<file path="src/rtl/seven_segment_scan.sv">
// rtl/seven_segment_scan.sv - time-multiplexed 4-digit seven-segment scanner with frame-aligned word commit
module seven_segment_scan #(
    parameter int DIV  = 4,
    parameter int DEAD = 1
) (
    input  logic        clk,
    input  logic        rst,
    input  logic        load_valid,
    output logic        load_ready,
    input  logic [15:0] load_data,
    input  logic [3:0]  load_blank,
    input  logic        lzb_en,
    output logic [3:0]  code,
    output logic [3:0]  an
);

    localparam int CMAX = (DIV > DEAD) ? DIV : DEAD;
    localparam int CW   = (CMAX > 1) ? $clog2(CMAX) : 1;

    typedef enum logic {
        PH_ON   = 1'b0,
        PH_DEAD = 1'b1
    } phase_t;

    phase_t        phase_q, phase_d;
    logic [1:0]    idx_q, idx_d;
    logic [CW-1:0] cnt_q, cnt_d;
    logic          frame_end;

    logic [15:0]   disp_data;
    logic [3:0]    disp_blank;
    logic [15:0]   pend_data;
    logic [3:0]    pend_blank;
    logic          pending;

    logic [3:0]    lzb;
    logic [3:0]    dark;

    always_ff @(posedge clk) begin
        if (rst) begin
            phase_q    <= PH_ON;
            idx_q      <= 2'd0;
            cnt_q      <= '0;
            disp_data  <= 16'h0000;
            disp_blank <= 4'b1111;
            pend_data  <= 16'h0000;
            pend_blank <= 4'b0000;
            pending    <= 1'b0;
        end else begin
            phase_q <= phase_d;
            idx_q   <= idx_d;
            cnt_q   <= cnt_d;
            // Accept and commit are mutually exclusive: accept needs pending=0, commit needs pending=1.
            if (load_valid && !pending) begin
                pend_data  <= load_data;
                pend_blank <= load_blank;
                pending    <= 1'b1;
            end
            if (frame_end && pending) begin
                disp_data  <= pend_data;
                disp_blank <= pend_blank;
                pending    <= 1'b0;
            end
        end
    end

    always_comb begin
        phase_d   = phase_q;
        idx_d     = idx_q;
        cnt_d     = cnt_q + CW'(1);
        frame_end = 1'b0;
        if (phase_q == PH_ON) begin
            if (cnt_q == CW'(DIV - 1)) begin
                cnt_d = '0;
                if (DEAD == 0) begin
                    idx_d     = idx_q + 2'd1;
                    frame_end = (idx_q == 2'd3);
                end else begin
                    phase_d = PH_DEAD;
                end
            end
        end else begin
            if (cnt_q == CW'(DEAD - 1)) begin
                cnt_d     = '0;
                phase_d   = PH_ON;
                idx_d     = idx_q + 2'd1;
                frame_end = (idx_q == 2'd3);
            end
        end
    end

    // Leading-zero chain from the top digit down; digit 0 always shows.
    always_comb begin
        lzb    = 4'b0000;
        lzb[3] = lzb_en && (disp_data[15:12] == 4'h0);
        lzb[2] = lzb[3] && (disp_data[11:8] == 4'h0);
        lzb[1] = lzb[2] && (disp_data[7:4] == 4'h0);
        dark   = disp_blank | lzb;
    end

    always_comb begin
        an   = 4'b0000;
        code = 4'b0000;
        if (phase_q == PH_ON && !dark[idx_q]) begin
            an[idx_q] = 1'b1;
            code      = disp_data[{idx_q, 2'b00} +: 4];
        end
    end

    assign load_ready = ~pending;

endmodule

</file>
<file path="config.mk">
export PLATFORM = sky130hd
export DESIGN_NAME = seven_segment_scan
export DESIGN_NICKNAME = d
export VERILOG_FILES = /design/src/rtl/seven_segment_scan.sv
export SDC_FILE = /design/constraint.sdc
export NUM_CORES = 1
export LEC_CHECK = 0
export BUFFER_PORTS_ARGS = -buffer_cell sky130_fd_sc_hd__buf_2
export CAP_MARGIN = 20
export CORE_UTILIZATION = 59
export DETAILED_ROUTE_END_ITERATION = 16
export GPL_TIMING_DRIVEN = 1
export PLACE_DENSITY = 0.89
export SYNTH_ARGS = -nofsm -noshare
export SYNTH_HDL_FRONTEND = slang
export SYNTH_SLANG_ARGS = --single-unit
</file>
<file path="constraint.sdc">
create_clock -name clk -period 2.5 [get_ports clk]
set_input_delay 0.25 -clock clk [delete_from_list [all_inputs] [get_ports clk]]
set_output_delay 0.25 -clock clk [all_outputs]
set_load 0.02 [all_outputs]
</file>
==> impl_metrics.toml <==
[worst_setup_path]
crit_chain = "or3_1 -> or4_1 -> nor4_4 -> nor3b_1 -> buf_2"
r2r_cells = 7
max_stage_delay_ps = 450
worst_path_max_delay_cell = "or4_1"
r2r_end = "disp_blank[1]$_SDFFE_PP1P_"
worstPathRequired_ps = 2250
cp_max_fo = 10
criticalPathCategory = "flip-flop to output port"
critPathLaunch = "idx_q[1]$_SDFFE_PP0P_"
startpoint_type = "flip-flop"
worst-r2r-setup-slack_ps = 850
end_kind = "output port"
cp.arrival_ps = 2080
r2r_start = "idx_q[0]$_SDFFE_PP0P_"

[yosys]
netlist_area_um2 = 1960
synth_top_cell_area_share = 0.471
syn_inst = 237
ys_seq_elements = 46
ys_seq_area_frac = 0.471
avgSynthCellArea_um2 = 8.25
synth_area_leaders = "dfxtp_1 (47%), nand2_1 (16%), a21oi_1 (10%)"
yosys.area.top_type = "dfxtp_1"
synth_cell_types = 26
syn-num-nets = 268
synth_warnings = 0

[power_and_ir_drop]
p_sw_frac = 0.241
power_frac_clock = 0.261
vdd_drop_max_mv = 0.491
pwr-share-comb = 0.093
p_switching_uw = 291
p_seq_frac = 0.646
power.density_nw_per_um2 = 552
p_int_uw = 915
leakagePower_uw = 0.000878

[sta]
fin_crit_ps = 2330
hold_ws_ps = 124
maxSlewHeadroom = 0.491
max_freq_mhz = 428
setup_viol = 0
tightest_slew_ps = 764
finalMaxSlewViolations = 0
rsz0062_at_grt = "false"
hold_violations = 0
timing.final.crit_share = 0.934
fin_setup_tns_ps = 0
clock_skew_ps = 4.94

[run]
drv_cap = 0

[clock_network]
clk_pin_slew_ps = 110
clock-root-buffer = "clkbuf_4"
cts_sinks = 46
cts_hold_buf = 0
insertion_delay_ps = 350
cts_setup_buffers = 0
cts_tree = "built"
cts_buffers = 5
htree_levels = 2
ctsResizeCount = 0
ctsLongestPathBuffers = 2

[route]
wl_um = 3670
ant_nets = 0
wl_per_cell_um = 11.9
first_pass_iters = 4
drtIter0Drc = 74
drc = 0
vias = 1614
vias_per_cell = 5.22

[global_routing]
grt_usage = 0.241
grt_max_degree = 47
grt_overflow = 0
grt_pass1_wl_um = 6240
antenna_found_initial = 0
grt_pass1_vias = 1403

[place]
gp_congestion = 0.846
port_buffers = 32
dp_hpwl_um = 2650

[cells_and_area]
synthToLayoutAreaGrowth_pct = 11.6
diodes = 0
fin_nets = 296
layout-drive-gt1-share = 0.181

[floorplanning]
die_area_um2 = 3550
start_util = 0.630
coreArea_um2 = 3100
ios = 33
rows = 20
die_x_um = 59.6
die_h_um = 59.6

[hold_path]
holdPathStages = 3
min_path_type = "primary input to flip-flop"
hold_start = "load_blank[3]"
min_to = "pend_blank[3]$_SDFFE_PP0P_"

[outcome]
status = "complete, no violations"
## power by group through the flow
stage,sequential (µW),clock [µW],combinational (µW)
global route,782,361,129
CTS,778,321,111
global placement,794,0,105
finish,779,315,113
detailed placement,795,0,110
floorplan,788,0,82.6
## per-layer routing
layer / track usage / vias to the layer above / routed length (µm)
met4: 0.0997 / 0 / 55
met1: 0.337 / 720 / 1740
li1: - / 837 / -
met5: 0 / - / 0
met2: 0.347 / 51 / 1650
met3: 0.0742 / 6 / 218
## registers in the layout (all words and copies together) (netlist names)
signal	cells
pending	1
idx_q	2
pend_data	16
pend_blank	4
disp_blank	4
phase_q	1
cnt_q	2
disp_data	16
## area by class of cell
class                   instances  area [µm²]
well taps                      44        55.1
flip-flops and latches         46         921
clock buffers                   7        45.0
repair buffers                 36         194
inverters                       7        26.3
fillers                       299         920
multi-input cells             169         942
## worst max-delay path, delay by kind of cell, from the launching register on
kind / cells / cell delay [ps]
flops: 1 / 430
simple gates: 4 / 1130
buf+inv: 1 / 170
## cell families after synthesis
logic type	share of synthesized area
mux	0.0589
buf+inv	0.0473
compound gates	0.114
fa+ha+maj	0.0448
simple gates	0.260
xor+xnor	0.00448
flops	0.471
## cells in the final DEF, fill, tap and decap left out, drive strengths merged, types with 3 or more instances in the layout
cell,n
inv,7
buf,36
nand3b,3
nor2b,6
clkbuf,7
dfxtp,46
nand2,82
a21oi,39
nor2,8
ha,7
nor3b,4
mux4,4
## cell usage after synthesis (all sizes together)
| library cell | n |
|---|---|
| clkbuf | 12 |
| nor4 | 1 |
| a21oi | 39 |
| xnor2 | 1 |
| nor2b | 6 |
| mux4 | 4 |
| mux2 | 1 |
| o32a | 1 |
| nand3b | 3 |
| or3 | 2 |
| buf | 3 |
| nand2 | 82 |
| nor3 | 2 |
| or4b | 1 |
| nand4 | 1 |
| ha | 7 |
| a211o | 1 |
| mux2i | 1 |
| nor2 | 8 |
| nor3b | 4 |
| or4 | 2 |
| inv | 7 |
| dfxtp | 46 |
| nand3 | 1 |
| a211oi | 1 |
## worst max-delay path by stage
stage | endpoint | depth (start not counted)
CTS | an[1] | 5
global route | an[2] | 5
detailed placement | an[1] | 5
floorplan | an[0] | 5
finish | an[1] | 5
global placement | an[3] | 5
## metrics by stage
| step | worst slack [ps] | cells | util | cell area [µm²] | power, µW |
|---|---|---|---|---|---|
| 5_1_grt | 50.6 | 309 | 0.704 | 2180 | 1270 |
| 4_1_cts | 152 | 308 | 0.700 | 2170 | 1210 |
| 2_1_floorplan | 380 | 237 | - | 1960 | 871 |
| 3_3_place_gp | 618 | 301 | 0.685 | 2130 | 899 |
| 3_5_place_dp | 559 | 301 | 0.685 | 2130 | 905 |
| 6_report | 166 | 309 | 0.704 | 2180 | 1210 |
Power figures use the tool's default switching activity.
